===== src/rtl/seven_seg_scan_mux.sv =====
// Scan driver for a 4-digit common-anode seven-segment display with a blank gap between digits.
// Optional macro SEVEN_SEG_LEADING_ZERO_BLANK_EN: leading-zero digits (never digit 0) stay dark.
module seven_seg_scan_mux #(
    parameter int PRESCALE   = 50000,
    parameter int GAP_CYCLES = 500
) (
    input  logic        clk,
    input  logic        reset,
    input  logic        en,
    input  logic        load,
    input  logic [15:0] value_in,
    input  logic [3:0]  dp_in,
    output logic [3:0]  D,
    output logic [3:0]  AN,
    output logic        DP,
    output logic        frame_done
);
    typedef enum logic {GAP = 1'b0, DRIVE = 1'b1} state_t;

    localparam logic [15:0] PRE_LAST = 16'(PRESCALE - 1);
    localparam logic [15:0] GAP_LAST = 16'(GAP_CYCLES - 1);
    localparam logic        GAP_NONE = (GAP_CYCLES == 0);

    state_t      state_q, state_d;
    logic [15:0] cnt_q, cnt_d;
    logic [1:0]  idx_q, idx_d;
    logic [15:0] value_q;
    logic [3:0]  dp_q;
    logic [3:0]  d_q, d_d;
    logic [3:0]  an_q, an_d;
    logic        dpo_q, dpo_d;
    logic        fd_q, fd_d;

    logic [1:0]  ld_idx_s;
    logic        blank_s;
    logic [3:0]  ld_d_s;
    logic [3:0]  ld_an_s;
    logic        ld_dp_s;

    function automatic logic [3:0] nibble_sel(input logic [15:0] v, input logic [1:0] k);
        logic [3:0] n;
        case (k)
            2'd0:    n = v[3:0];
            2'd1:    n = v[7:4];
            2'd2:    n = v[11:8];
            2'd3:    n = v[15:12];
            default: n = 4'h0;
        endcase
        return n;
    endfunction

    function automatic logic [3:0] anode_sel(input logic [1:0] k);
        logic [3:0] a;
        case (k)
            2'd0:    a = 4'b1110;
            2'd1:    a = 4'b1101;
            2'd2:    a = 4'b1011;
            2'd3:    a = 4'b0111;
            default: a = 4'b1111;
        endcase
        return a;
    endfunction

    // Digit about to be loaded: current idx when leaving GAP, the next one when chaining DRIVE slots.
    always_comb begin
        ld_idx_s = (state_q == DRIVE) ? (idx_q + 2'd1) : idx_q;
`ifdef SEVEN_SEG_LEADING_ZERO_BLANK_EN
        case (ld_idx_s)
            2'd1:    blank_s = (value_q[15:4] == 12'h000);
            2'd2:    blank_s = (value_q[15:8] == 8'h00);
            2'd3:    blank_s = (value_q[15:12] == 4'h0);
            default: blank_s = 1'b0;
        endcase
`else
        blank_s = 1'b0;
`endif
        ld_d_s  = nibble_sel(value_q, ld_idx_s);
        ld_an_s = blank_s ? 4'b1111 : anode_sel(ld_idx_s);
        ld_dp_s = ~dp_q[ld_idx_s];
    end

    // Scan FSM next-state and registered-output next values.
    always_comb begin
        state_d = state_q;
        cnt_d   = cnt_q;
        idx_d   = idx_q;
        d_d     = d_q;
        an_d    = an_q;
        dpo_d   = dpo_q;
        fd_d    = 1'b0;
        if (!en) begin
            state_d = GAP;
            cnt_d   = 16'd0;
            an_d    = 4'b1111;
            dpo_d   = 1'b1;
        end else begin
            case (state_q)
                GAP: begin
                    if (GAP_NONE || (cnt_q == GAP_LAST)) begin
                        state_d = DRIVE;
                        cnt_d   = 16'd0;
                        d_d     = ld_d_s;
                        an_d    = ld_an_s;
                        dpo_d   = ld_dp_s;
                    end else begin
                        cnt_d = cnt_q + 16'd1;
                    end
                end
                DRIVE: begin
                    if (cnt_q == PRE_LAST) begin
                        idx_d = idx_q + 2'd1;
                        cnt_d = 16'd0;
                        fd_d  = (idx_q == 2'd3);
                        if (GAP_NONE) begin
                            d_d   = ld_d_s;
                            an_d  = ld_an_s;
                            dpo_d = ld_dp_s;
                        end else begin
                            state_d = GAP;
                            an_d    = 4'b1111;
                            dpo_d   = 1'b1;
                        end
                    end else begin
                        cnt_d = cnt_q + 16'd1;
                    end
                end
                default: begin
                    state_d = GAP;
                    cnt_d   = 16'd0;
                    an_d    = 4'b1111;
                    dpo_d   = 1'b1;
                end
            endcase
        end
    end

    // Scan state and output registers.
    always_ff @(posedge clk or posedge reset) begin
        if (reset) begin
            state_q <= GAP;
            cnt_q   <= 16'd0;
            idx_q   <= 2'd0;
            d_q     <= 4'h0;
            an_q    <= 4'b1111;
            dpo_q   <= 1'b1;
            fd_q    <= 1'b0;
        end else begin
            state_q <= state_d;
            cnt_q   <= cnt_d;
            idx_q   <= idx_d;
            d_q     <= d_d;
            an_q    <= an_d;
            dpo_q   <= dpo_d;
            fd_q    <= fd_d;
        end
    end

    // Display value capture; read only at DRIVE entry so a lit digit never changes mid-slot.
    always_ff @(posedge clk or posedge reset) begin
        if (reset) begin
            value_q <= 16'h0000;
            dp_q    <= 4'h0;
        end else if (load) begin
            value_q <= value_in;
            dp_q    <= dp_in;
        end else begin
            value_q <= value_q;
            dp_q    <= dp_q;
        end
    end

    assign D          = d_q;
    assign AN         = an_q;
    assign DP         = dpo_q;
    assign frame_done = fd_q;

endmodule


===== config.mk =====
export PLATFORM = sky130hd
export DESIGN_NAME = seven_seg_scan_mux
export DESIGN_NICKNAME = d
export VERILOG_FILES = /design/src/rtl/seven_seg_scan_mux.sv
export SDC_FILE = /design/constraint.sdc
export NUM_CORES = 1
export LEC_CHECK = 0
export BUFFER_PORTS_ARGS = -buffer_cell sky130_fd_sc_hd__buf_2
export CORE_MARGIN = 2
export CORE_UTILIZATION = 60
export DETAILED_ROUTE_END_ITERATION = 8
export GPL_TIMING_DRIVEN = 0
export PLACE_DENSITY = 0.9
export SKIP_LAST_GASP = 1
export SLEW_MARGIN = 15
export SYNTH_ARGS = -nofsm -noshare
export SYNTH_HDL_FRONTEND = slang
export SYNTH_SLANG_ARGS = --single-unit

===== constraint.sdc =====
create_clock -name clk -period 3.1 [get_ports clk]
set_clock_uncertainty 0.2 [all_clocks]
set_input_delay 0.62 -clock clk [delete_from_list [all_inputs] [get_ports clk]]
set_output_delay 0.62 -clock clk [all_outputs]
set_load 0.1 [all_outputs]

==> impl_metrics.csv <==
group,metric,value,unit
synthesis,synth_cells,174,
drt,avgViaCountPerCell,5.49,
place,port_buffers,32,
setup_path,slowest_stage,"nor4_1",
drt,drt.antenna.violating_nets,0,
min_path,hold_class,"in2async",
synthesis,synth_edf_count,0,
setup_path,endpoint_kind,"flop",
die,die_h,65.3,µm
synthesis,ys_seq_area_frac,0.547,
cts,cts_resized,0,
die,rows,22,
global_routing,antenna_found_initial,0,
global_routing,grt_pass1_vias,1527,
final_layout,design_area,2570,µm²
synthesis,ys_seq_elements,49,
die,num_io_pins,34,
cts,clockBufferDepth,2,
place,gp_congestion,0.751,
power_and_ir_drop,p_leak,1.13,nW
synthesis,yosys.area.top_type_share,0.489,
synthesis,ys_types,35,
setup_path,worstPathCellList,"nor4_1, nand4b_1, a22oi_2, buf_6, mux2_1",
synthesis,synthAdderAreaFrac,0.0111,
drt,drc,0,
cts,cts_buffers,5,
die,initial_core_util,0.620,
cts,htree_num_levels,2,
global_routing,grt-ovfl-total,0,
timing,finalCritPeriodShare,0.735,
cts,clkTransAtPathRegs,0.08,ns
cts,clock_sinks,49,
synthesis,synth.area.top_cells,"dfrtp_1, mux2_2, dfstp_2",
synthesis,syn-num-nets,200,
synthesis,synth_xor_area_frac,0.0656,
global_routing,grt_pass1_wl,6.98,mm
place,placed_area,2490,µm²
outcome,status,"finished, final reports clean",
timing,tns,0,ns
synthesis,synth_area_leader_cell,"dfrtp_1",
power_and_ir_drop,power.density,454,nW/µm²
setup_path,worstPathMaxFanout,10,
final_layout,nets,240,
timing,drv_slew,0,
run,drv_cap,0,
timing,worst_slew_pin_slew,0.648,ns
synthesis,postSynthAreaPerCell,12.9,µm²
final_layout,diodes,0,
global_routing,grt_usage,0.220,
synthesis,yosys.area_share.simple,0.138,
synthesis,synth_area,2250,µm²
drt,first_pass_iters,4,
synthesis,yosysMostFrequentCell,"dfrtp_1",
synthesis,synth_flop_cell,"dfrtp_1",
synthesis,synth_mux_area_frac,0.206,
final_layout,instances_no_fill,263,
die,coreArea,3630,µm²
final_layout,syn2layout_area_growth,14.3,%
cts,cts_tree,"done",
synthesis,async_flop_share,1.00,
setup_path,path_class,"reg2reg",
setup_path,crit_path_start_kind,"flop",
timing,maxSlewHeadroom,0.566,
synthesis,yosys-top-cells-count,"dfrtp_1, mux2_2, nor2_1, xnor2_1, nand2_1",
setup_path,crit_family,"simple AND/OR/NAND/NOR gates",
power_and_ir_drop,ir_worst_vdd,0.380,mV
timing,period_needed,2.28,ns
cts,hold_buffers,0,
drt,avgRoutedWirePerCell,15.4,µm
place,dp_hpwl,3.04,mm
final_layout,drive_above_1_share,0.400,
synthesis,synth-compound-area-share,0.0128,
power_and_ir_drop,finalPower,1.17,mW
timing,hold_viol,0,
timing,rsz0062_at_grt,"false",
drt,vias,1444,
global_routing,grt_max_degree,34,
drt,drt_iter0_markers,36,
setup_path,path_buf_inv,1,
die,die_area,4260,µm²
cts,clkLatencyLatePin,0.29,ns
synthesis,synth_top_family_by_area,"multiplexers",
cts,cts_root_buffer,"clkbuf_8",
timing,max_freq,439,MHz
synthesis,yosysWarningCount,0,
setup_path,cp.arrival,2.30,ns
place,dp_cells,255,
setup_path,worst_ep_required_time,3.12,ns
cts,cts_setup_buffers,0,
setup_path,cpPeakStageDelay,0.44,ns
die,dieWidth,65.3,µm
drt,wl,4.06,mm
timing,finalSetupViolations,0,
==> metrics by stage <==
stage	hold slack [ns]	util	worst slack (ns)
2_1_floorplan	0.250	-	1.10
3_3_place_gp	0.268	0.680	0.522
3_5_place_dp	0.280	0.686	0.832
4_1_cts	0.0992	0.709	0.806
5_1_grt	0.116	0.709	0.703
6_report	0.0981	0.709	0.823
==> report_power, final <==
part | total, mW | internal [mW] | switching (mW)
clock | 0.352 | 0.157 | 0.195
sequential | 0.692 | 0.673 | 0.0186
combinational | 0.124 | 0.0594 | 0.0648
==> cells by family (layout without fill, tap and decap cells) <==
family / count (synthesis) / count (layout)
and+or+nand+nor: 59 / 59
adders and majority gates: 2 / 2
AOI/OAI and AO/OA: 3 / 3
xor gates and xnor gates: 16 / 16
DFF: 49 / 49
buffers and inverters: 8 / 49
muxes: 37 / 37
==> state kept, by name, indices dropped and copies added, names as in the netlist <==
register,count
cnt_q,16
idx_q,2
DP,1
AN,4
state_q,1
D,4
dp_q,4
frame_done,1
value_q,16
==> cell usage in the layout (no fill, tap or decap), types with 2 or more instances in the layout <==
master	count
buf_6	2
nor3_1	5
nand4_1	4
dfrtp_1	44
mux2_1	2
mux2i_1	2
dfstp_2	5
xnor2_1	13
inv_1	3
xor2_1	2
clkbuf_8	5
and2_1	2
buf_2	32
nor4_1	4
nand3_1	5
clkbuf_1	3
clkinv_2	2
mux4_2	4
mux2_2	28
nor2_1	22
ha_1	2
nand2_1	6
==> worst paths after layout <==
kind | startpoint | to | slack [ns] | depth (start not counted)
hold reg to reg | cnt_q[0] | cnt_q[0] | 0.29 | 1
max in group asynchronous | reset | AN[0] | 2.04 | 3
hold / removal | reset | value_q[7] | 0.1 | 2
setup / recovery | cnt_q[10] | AN[0] | 0.82 | 5
min in group clk | cnt_q[0] | cnt_q[0] | 0.29 | 1
setup reg to reg | cnt_q[10] | AN[0] | 0.82 | 5
==> cell type report <==
class	instances	area (µm²)
buffer	4	30.0
clock buffer	6	72.6
clock inverter	2	10.0
fill	269	1060
inverter	4	15.0
multi-input combinational	117	975
sequential	49	1230
tap	48	60.1
timing repair buffer	33	180
==> metal layers <==
metal	part of all wire	vias up	track usage
met3	0.042	4	0.0634
met2	0.52	28	0.371
li1	-	689	-
met5	0	-	0
met1	0.43	723	0.273
met4	0.0064	0	0.0703
Power figures use the tool's default switching activity.
